File: src/rtl/nco_sweep_ctrl_pkg.sv
// Shared types for the NCO sweep controller: FSM state encoding, sample tag
// carried alongside the NCO pipeline, and default widths.
package nco_ctrl_pkg;

  localparam int unsigned APR_DEF   = 32;
  localparam int unsigned LAT_DEF   = 6;
  localparam int unsigned NST_W_DEF = 8;

  typedef enum logic [1:0] {
    ST_IDLE  = 2'd0,
    ST_ISSUE = 2'd1,
    ST_DRAIN = 2'd2,
    ST_FIN   = 2'd3
  } nco_ctrl_state_t;

  // Tag step field is fixed at NST_W_DEF bits; the controller's NST_W must not exceed it.
  typedef struct packed {
    logic                 v;
    logic [NST_W_DEF-1:0] step;
    logic                 last_step;
    logic                 last_sweep;
  } nco_tag_t;

endpackage

File: src/rtl/nco_sweep_ctrl_if.sv
// NCO-side and sample-stream signals of the sweep controller, grouped so the
// controller, the NCO wrapper and the FFT front end share one bundle.
interface nco_sweep_ctrl_if #(
  parameter int unsigned APR   = 32,
  parameter int unsigned NST_W = 8
);
  // Handshake: a sample moves on every cycle where nco_clken=1, which the
  // controller only raises while ds_ready=1; smp_valid marks which of those
  // cycles carry a tagged NCO output, and the smp_* fields are zero otherwise.
  logic             ds_ready;
  logic             nco_out_valid;
  logic [APR-1:0]   nco_phi_inc;
  logic             nco_clken;
  logic             smp_valid;
  logic [NST_W-1:0] smp_step;
  logic             smp_last_step;
  logic             smp_last_sweep;

  modport master (
    input  ds_ready, nco_out_valid,
    output nco_phi_inc, nco_clken, smp_valid, smp_step, smp_last_step, smp_last_sweep
  );

  modport slave (
    output ds_ready, nco_out_valid,
    input  nco_phi_inc, nco_clken, smp_valid, smp_step, smp_last_step, smp_last_sweep
  );
endinterface

File: src/rtl/nco_tag_pipe.sv
// Tag delay line matching the NCO latency; advances only when the NCO is
// clock-enabled so tags stay aligned with samples under any backpressure.
module nco_tag_pipe
  import nco_ctrl_pkg::*;
#(
  parameter int unsigned LAT = LAT_DEF
) (
  input  logic     clk,
  input  logic     reset,
  input  logic     en,
  input  logic     flush,
  input  nco_tag_t tag_i,
  output nco_tag_t tag_o,
  output logic     any_valid,
  output logic     upstream_valid
);

  nco_tag_t pipe_q [LAT];

  always_ff @(posedge clk) begin
    if (reset || flush) begin
      for (int i = 0; i < int'(LAT); i++) pipe_q[i] <= '0;
    end else if (en) begin
      pipe_q[0] <= tag_i;
      for (int i = 1; i < int'(LAT); i++) pipe_q[i] <= pipe_q[i-1];
    end
  end

  assign tag_o = pipe_q[LAT-1];

  // upstream_valid ignores the output stage: it tells whether anything tagged
  // would remain after the current output tag shifts out.
  always_comb begin
    any_valid      = 1'b0;
    upstream_valid = 1'b0;
    for (int i = 0; i < int'(LAT); i++) begin
      any_valid = any_valid | pipe_q[i].v;
      if (i < int'(LAT) - 1) upstream_valid = upstream_valid | pipe_q[i].v;
    end
  end

endmodule

File: src/rtl/nco_sweep_ctrl.sv
// Sweep sequencer for the NCO: steps phi_inc through a tone/chirp schedule,
// gates the NCO clock enable from downstream backpressure and frames samples.
module nco_sweep_ctrl
  import nco_ctrl_pkg::*;
#(
  parameter int unsigned APR   = APR_DEF,
  parameter int unsigned SPS_W = 16,
  parameter int unsigned NST_W = NST_W_DEF,
  parameter int unsigned LAT   = LAT_DEF
) (
  input  logic              clk,
  input  logic              reset,
  input  logic [APR-1:0]    cfg_start_inc,
  input  logic [APR-1:0]    cfg_step_inc,
  input  logic [NST_W-1:0]  cfg_num_steps,
  input  logic [SPS_W-1:0]  cfg_samples,
  input  logic              cfg_continuous,
  input  logic              start,
  input  logic              abort,
  nco_sweep_ctrl_if.master  nco,
  output logic              busy,
  output logic              done,
  output logic              cfg_err,
  output nco_ctrl_state_t   dbg_state
);

  nco_ctrl_state_t  state_q, state_d;
  logic [APR-1:0]   phi_q, phi_d;
  logic [SPS_W-1:0] cnt_q, cnt_d;
  logic [NST_W-1:0] step_q, step_d;
  logic [APR-1:0]   start_inc_q, start_inc_d;
  logic [APR-1:0]   step_inc_q, step_inc_d;
  logic [NST_W-1:0] num_steps_q, num_steps_d;
  logic [SPS_W-1:0] samples_q, samples_d;
  logic             cont_q, cont_d;

  logic     clken;
  logic     last_smp;
  logic     last_stp;
  nco_tag_t tag_push;
  nco_tag_t tag_out;
  logic     any_valid;
  logic     upstream_valid;

  always_ff @(posedge clk) begin
    if (reset) begin
      state_q     <= ST_IDLE;
      phi_q       <= '0;
      cnt_q       <= '0;
      step_q      <= '0;
      start_inc_q <= '0;
      step_inc_q  <= '0;
      num_steps_q <= '0;
      samples_q   <= '0;
      cont_q      <= 1'b0;
    end else begin
      state_q     <= state_d;
      phi_q       <= phi_d;
      cnt_q       <= cnt_d;
      step_q      <= step_d;
      start_inc_q <= start_inc_d;
      step_inc_q  <= step_inc_d;
      num_steps_q <= num_steps_d;
      samples_q   <= samples_d;
      cont_q      <= cont_d;
    end
  end

  always_comb begin
    state_d     = state_q;
    phi_d       = phi_q;
    cnt_d       = cnt_q;
    step_d      = step_q;
    start_inc_d = start_inc_q;
    step_inc_d  = step_inc_q;
    num_steps_d = num_steps_q;
    samples_d   = samples_q;
    cont_d      = cont_q;
    clken       = 1'b0;
    done        = 1'b0;
    cfg_err     = 1'b0;
    tag_push    = '0;
    last_smp    = (cnt_q == samples_q - SPS_W'(1));
    last_stp    = (step_q == num_steps_q - NST_W'(1));

    if (abort) begin
      state_d = ST_IDLE;
    end else begin
      unique case (state_q)
        ST_IDLE: begin
          if (start) begin
            if (cfg_samples == '0) begin
              cfg_err = 1'b1;
            end else begin
              start_inc_d = cfg_start_inc;
              step_inc_d  = cfg_step_inc;
              num_steps_d = (cfg_num_steps == '0) ? NST_W'(1) : cfg_num_steps;
              samples_d   = cfg_samples;
              cont_d      = cfg_continuous;
              phi_d       = cfg_start_inc;
              cnt_d       = '0;
              step_d      = '0;
              state_d     = ST_ISSUE;
            end
          end
        end
        ST_ISSUE: begin
          clken               = nco.ds_ready;
          tag_push.v          = 1'b1;
          tag_push.step       = NST_W_DEF'(step_q);
          tag_push.last_step  = last_smp;
          tag_push.last_sweep = last_smp && last_stp;
          if (clken) begin
            if (last_smp) begin
              cnt_d  = '0;
              phi_d  = phi_q + step_inc_q;
              step_d = step_q + NST_W'(1);
              // End of sweep: loop back with continuous phase, or let the pipe empty.
              if (last_stp) begin
                if (cont_q) begin
                  phi_d  = start_inc_q;
                  step_d = '0;
                end else begin
                  state_d = ST_DRAIN;
                end
              end
            end else begin
              cnt_d = cnt_q + SPS_W'(1);
            end
          end
        end
        ST_DRAIN: begin
          clken = nco.ds_ready;
          if (!any_valid || (clken && !upstream_valid)) state_d = ST_FIN;
        end
        ST_FIN: begin
          done    = 1'b1;
          state_d = ST_IDLE;
        end
        default: state_d = ST_IDLE;
      endcase
    end
  end

  nco_tag_pipe #(.LAT(LAT)) u_tag_pipe (
    .clk            (clk),
    .reset          (reset),
    .en             (clken),
    .flush          (abort),
    .tag_i          (tag_push),
    .tag_o          (tag_out),
    .any_valid      (any_valid),
    .upstream_valid (upstream_valid)
  );

  assign busy               = (state_q != ST_IDLE);
  assign dbg_state          = state_q;
  assign nco.nco_phi_inc    = phi_q;
  assign nco.nco_clken      = clken;
  assign nco.smp_valid      = clken & tag_out.v & nco.nco_out_valid;
  assign nco.smp_step       = nco.smp_valid ? NST_W'(tag_out.step) : '0;
  assign nco.smp_last_step  = nco.smp_valid & tag_out.last_step;
  assign nco.smp_last_sweep = nco.smp_valid & tag_out.last_sweep;

endmodule

File: src/flat_wrapper.sv
// flat-port wrapper written by rule: the top's interface ports become plain ports
module nco_sweep_ctrl_flat import nco_ctrl_pkg::*;
#(
  parameter int unsigned APR   = APR_DEF,
  parameter int unsigned SPS_W = 16,
  parameter int unsigned NST_W = NST_W_DEF,
  parameter int unsigned LAT   = LAT_DEF
)
  (clk, reset, cfg_start_inc, cfg_step_inc, cfg_num_steps, cfg_samples, cfg_continuous, start, abort, busy, done, cfg_err, dbg_state, nco_ds_ready, nco_nco_out_valid, nco_nco_phi_inc, nco_nco_clken, nco_smp_valid, nco_smp_step, nco_smp_last_step, nco_smp_last_sweep);
  nco_sweep_ctrl_if #(.APR(APR), .NST_W(NST_W)) nco_i ();
  input  logic clk;
  input  logic reset;
  input  logic [APR-1:0] cfg_start_inc;
  input  logic [APR-1:0] cfg_step_inc;
  input  logic [NST_W-1:0] cfg_num_steps;
  input  logic [SPS_W-1:0] cfg_samples;
  input  logic cfg_continuous;
  input  logic start;
  input  logic abort;
  output logic busy;
  output logic done;
  output logic cfg_err;
  output nco_ctrl_state_t dbg_state;
  input wire logic [$bits(nco_i.ds_ready)-1:0] nco_ds_ready;
  input wire logic [$bits(nco_i.nco_out_valid)-1:0] nco_nco_out_valid;
  output wire logic [$bits(nco_i.nco_phi_inc)-1:0] nco_nco_phi_inc;
  output wire logic [$bits(nco_i.nco_clken)-1:0] nco_nco_clken;
  output wire logic [$bits(nco_i.smp_valid)-1:0] nco_smp_valid;
  output wire logic [$bits(nco_i.smp_step)-1:0] nco_smp_step;
  output wire logic [$bits(nco_i.smp_last_step)-1:0] nco_smp_last_step;
  output wire logic [$bits(nco_i.smp_last_sweep)-1:0] nco_smp_last_sweep;
  assign nco_i.ds_ready = nco_ds_ready;
  assign nco_i.nco_out_valid = nco_nco_out_valid;
  assign nco_nco_phi_inc = nco_i.nco_phi_inc;
  assign nco_nco_clken = nco_i.nco_clken;
  assign nco_smp_valid = nco_i.smp_valid;
  assign nco_smp_step = nco_i.smp_step;
  assign nco_smp_last_step = nco_i.smp_last_step;
  assign nco_smp_last_sweep = nco_i.smp_last_sweep;
  nco_sweep_ctrl #(.APR(APR), .SPS_W(SPS_W), .NST_W(NST_W), .LAT(LAT)) u_core (.clk(clk), .reset(reset), .cfg_start_inc(cfg_start_inc), .cfg_step_inc(cfg_step_inc), .cfg_num_steps(cfg_num_steps), .cfg_samples(cfg_samples), .cfg_continuous(cfg_continuous), .start(start), .abort(abort), .nco(nco_i), .busy(busy), .done(done), .cfg_err(cfg_err), .dbg_state(dbg_state));
endmodule
File: config.mk
export PLATFORM = sky130hd
export DESIGN_NAME = nco_sweep_ctrl_flat
export DESIGN_NICKNAME = d
export VERILOG_FILES = /design/src/rtl/nco_sweep_ctrl_pkg.sv /design/src/rtl/nco_sweep_ctrl_if.sv /design/src/rtl/nco_tag_pipe.sv /design/src/rtl/nco_sweep_ctrl.sv /design/src/flat_wrapper.sv
export SDC_FILE = /design/constraint.sdc
export NUM_CORES = 1
export LEC_CHECK = 0
export CORE_ASPECT_RATIO = 0.9
export CORE_MARGIN = 5
export CORE_UTILIZATION = 56
export DETAILED_ROUTE_END_ITERATION = 16
export PLACE_DENSITY_LB_ADDON = 0.05
export SLEW_MARGIN = 30
export SYNTH_ARGS = -nofsm -noshare
export SYNTH_HDL_FRONTEND = slang
export SYNTH_SLANG_ARGS = --single-unit
File: constraint.sdc
create_clock -name clk -period 3.8 [get_ports clk]
set_input_delay 0.57 -clock clk [delete_from_list [all_inputs] [get_ports clk]]
set_output_delay 0.57 -clock clk [all_outputs]
set_load 0.05 [all_outputs]
==> flow_metrics.tcl <==
set metrics [dict create \
    core_mm2 0.0193 \
    syn_area_mm2 0.0110 \
    crit_chain "inv_1 -> ha_1 -> or3b_2 -> or4_1 -> a2111oi_1 -> o221a_2 -> nand2_1 -> buf_12 -> mux2i_1 -> a2111oi_0 -> a31o_2" \
    die_width_um 158 \
    clockBufferDepth 3 \
    insertion_delay_ps 510 \
    design_area_mm2 0.0134 \
    power_density_mw_per_mm2 417 \
    ys.flop_type "dfxtp_1" \
    fin_crit_sh_pct 93.3 \
    yosysUniqueCellTypes 70 \
    track_usage_pct 23.7 \
    portBuffers 143 \
    postCtsHoldBufs 0 \
    cts-root-buf "clkbuf_16" \
    cap_viol_max_count 0 \
    synth_top_cell_by_area "dfxtp_1" \
    dieArea_mm2 0.0226 \
    rows 48 \
    cp_top_family "compound AO/OA/AOI/OAI gates" \
    diodes 0 \
    critPathLaunchType "flip-flop" \
    first_pass_iters 6 \
    cp-end-kind "flip-flop" \
    hold_ws_ps 457 \
    finalCriticalPeriod_ps 3540 \
    critPathSlowestCell "or3b_2" \
    cp.required_ps 4250 \
    grt_setup_unrepaired "no" \
    holdCritStartpoint "u_core.start_inc_q[23]" \
    hpwl_mm 19.3 \
    grt_pass1_wl_mm 44.2 \
    synthTopCellsByCount "nand2_1, a21oi_1, dfxtp_1" \
    critPathKind "reg2reg" \
    crit_buf_inv 2 \
    fin_nets 1517 \
    num-fill-cells 1556 \
    slowest_delay_ps 490 \
    yosysSeqAreaShare_pct 44.8 \
    placed_area_mm2 0.0127 \
    drtIter0Drc 660 \
    vias 9544 \
    synth_most_common_cell "nand2_1" \
    syn2layout_area_growth_pct 21.5 \
    boundaryPins 144 \
    path_clk_slew_ps 60 \
    synth-edff-count 66 \
    worst_pin_slew_ps 869 \
    fin_util_pct 69.3 \
    tns_ps 0 \
    rr_startpoint "u_core.num_steps_q[0]" \
    cts-htree-levels 1 \
    worst_slack_ps 255 \
    drv_slew 0 \
    hold_viol_final 0 \
    drcViolationCount 0 \
    whs_path_depth 2 \
    wl_per_cell_um 16.8 \
    multi_input_area_mm2 0.00576 \
    hold_path.class "reg2reg" \
    synthCells 1266 \
    finClkSkew_ps 16.0 \
    synth-seq-cells 213 \
    numCtsBuffers 22 \
    clock.fmax_mhz 282 \
    drive_above_1_share_pct 5.44 \
    setup_viol 0 \
    ys_async_sr_fraction_pct 0 \
    die_h_um 143 \
    postSynthAreaPerCell_um2 8.69 \
    cts_tree "built" \
    cts.sink_count 213 \
    synth.yosys.warnings 0 \
    first_global_vias 8986 \
    synth_area_leaders "dfxtp_1, edfxtp_1, nand2_1" \
    final_antenna_net_count 0 \
    yosysTopAreaCellShare_pct 26.8 \
    pre_cts_slack_ps 267 \
    max_slew_margin_pct 42.1 \
    grt_max_degree 83 \
    register_area_mm2 0.00492 \
    worstSetupStartpoint "u_core.num_steps_q[0]" \
    ir_worst_vdd_v 0.000257 \
    antenna_found_initial 0 \
    initial_core_util_pct 57.1 \
    viasPerCell 5.80 \
    status "finished, final reports clean" \
    grt_overflow 0 \
    wl_mm 27.6 \
    place_congestion 0.872 \
    path_depth 11 \
    worst_r2r_path_depth 11 \
    syn_nets 1401 \
    worstPathArrival_ps 3990 \
    p_leak_nw 5.10 \
    cp_max_fo 19 \
]
## placed cells by master, fill, tap and decap left out, drive strengths merged, types with 5 or more instances in the layout
cell           Yosys  final
xnor2             34     34
o21bai             6      6
o21a               5      5
o21ai             38     38
mux2i              8      8
buf               11     23
nand3             24     24
nor3              20     20
clkinv             0      5
a21o              22     22
a2111oi            5      5
a211oi             8      8
a21oi            148    148
o211ai            23     23
a31oi             16     16
nor2b             12     12
nand4b             7      7
nor4              10     10
clkdlybuf4s50      0    141
nor2              64     64
nand2            252    252
xor2              27     27
dfxtp            147    147
or4                8      8
nand2b            11     11
and2              78     78
clkbuf            61     32
nand4             13     13
inv               19     19
and3              12     12
or3                6      6
ha                39     39
edfxtp            66     66
o31ai              5      5
## path summary, 6_finish.rpt
path	slack [ps]	to
setup / recovery	260	u_core.nco.nco_phi_inc[15]
hold / removal	460	u_core.start_inc_q[23]
setup reg to reg	260	u_core.nco.nco_phi_inc[15]
hold reg to reg	460	u_core.start_inc_q[23]
## tightest hold or removal path: stages (launching register included)
cell and delay [ps]:
dfxtp_1 310, nand2_1 50, a21oi_1 50
## cell type report
cell class	instances	share of cell area [%]
Timing Repair Buffer	164	12.1
Clock buffer	32	4.64
Multi-Input combinational cell	962	43.1
Inverter	19	0.534
Sequential cell	213	36.9
Clock inverter	6	0.393
Tap cell	250	2.34
## logic make-up (layout without fill, tap and decap cells)
group,after synthesis,after routing,share of synthesized area (%)
compound gates,318,318,18.0
flops,213,213,44.8
mux,10,10,0.933
simple gates,533,533,23.6
fa+ha+maj,40,40,4.62
xor+xnor,61,61,4.86
buf+inv,91,221,3.28
## power by group
group          internal, mW  total [mW]  switching, mW
sequential             2.46        2.56         0.0924
clock                  1.19        2.06          0.862
combinational         0.389       0.957          0.568
## timing repair
| item | 4_1_cts | 5_1_grt |
|---|---|---|
| setup endpoints to repair | 0 | 8 |
| setup buffers | 0 | 0 |
| gates resized for setup | 0 | 2 |
## state kept, by name, summed over array words and instances, names as in the netlist
register	count
u_core.step_q	8
u_core.u_tag_pipe.pipe_q	66
u_core.cont_q	1
u_core.samples_q	16
u_core.cnt_q	16
u_core.num_steps_q	8
u_core.step_inc_q	32
u_core.dbg_state	2
u_core.nco.nco_phi_inc	32
u_core.start_inc_q	32
## routing by layer
layer	up-vias	routed length (um)	GRT usage, %
met1	4467	12600	32.7
met2	330	12700	39.4
li1	4713	-	-
met4	0	510	5.70
met5	-	0	0
met3	34	1840	3.88
## through the flow
| stage | power (mW) | cells |
|---|---|---|
| finish | 5.57 | 1646 |
| global route | 5.79 | 1646 |
| CTS | 5.59 | 1646 |
| detailed placement | 3.55 | 1608 |
| global placement | 3.53 | 1608 |
| floorplan | 3.20 | 1266 |
(Power assumes the default switching activity.)
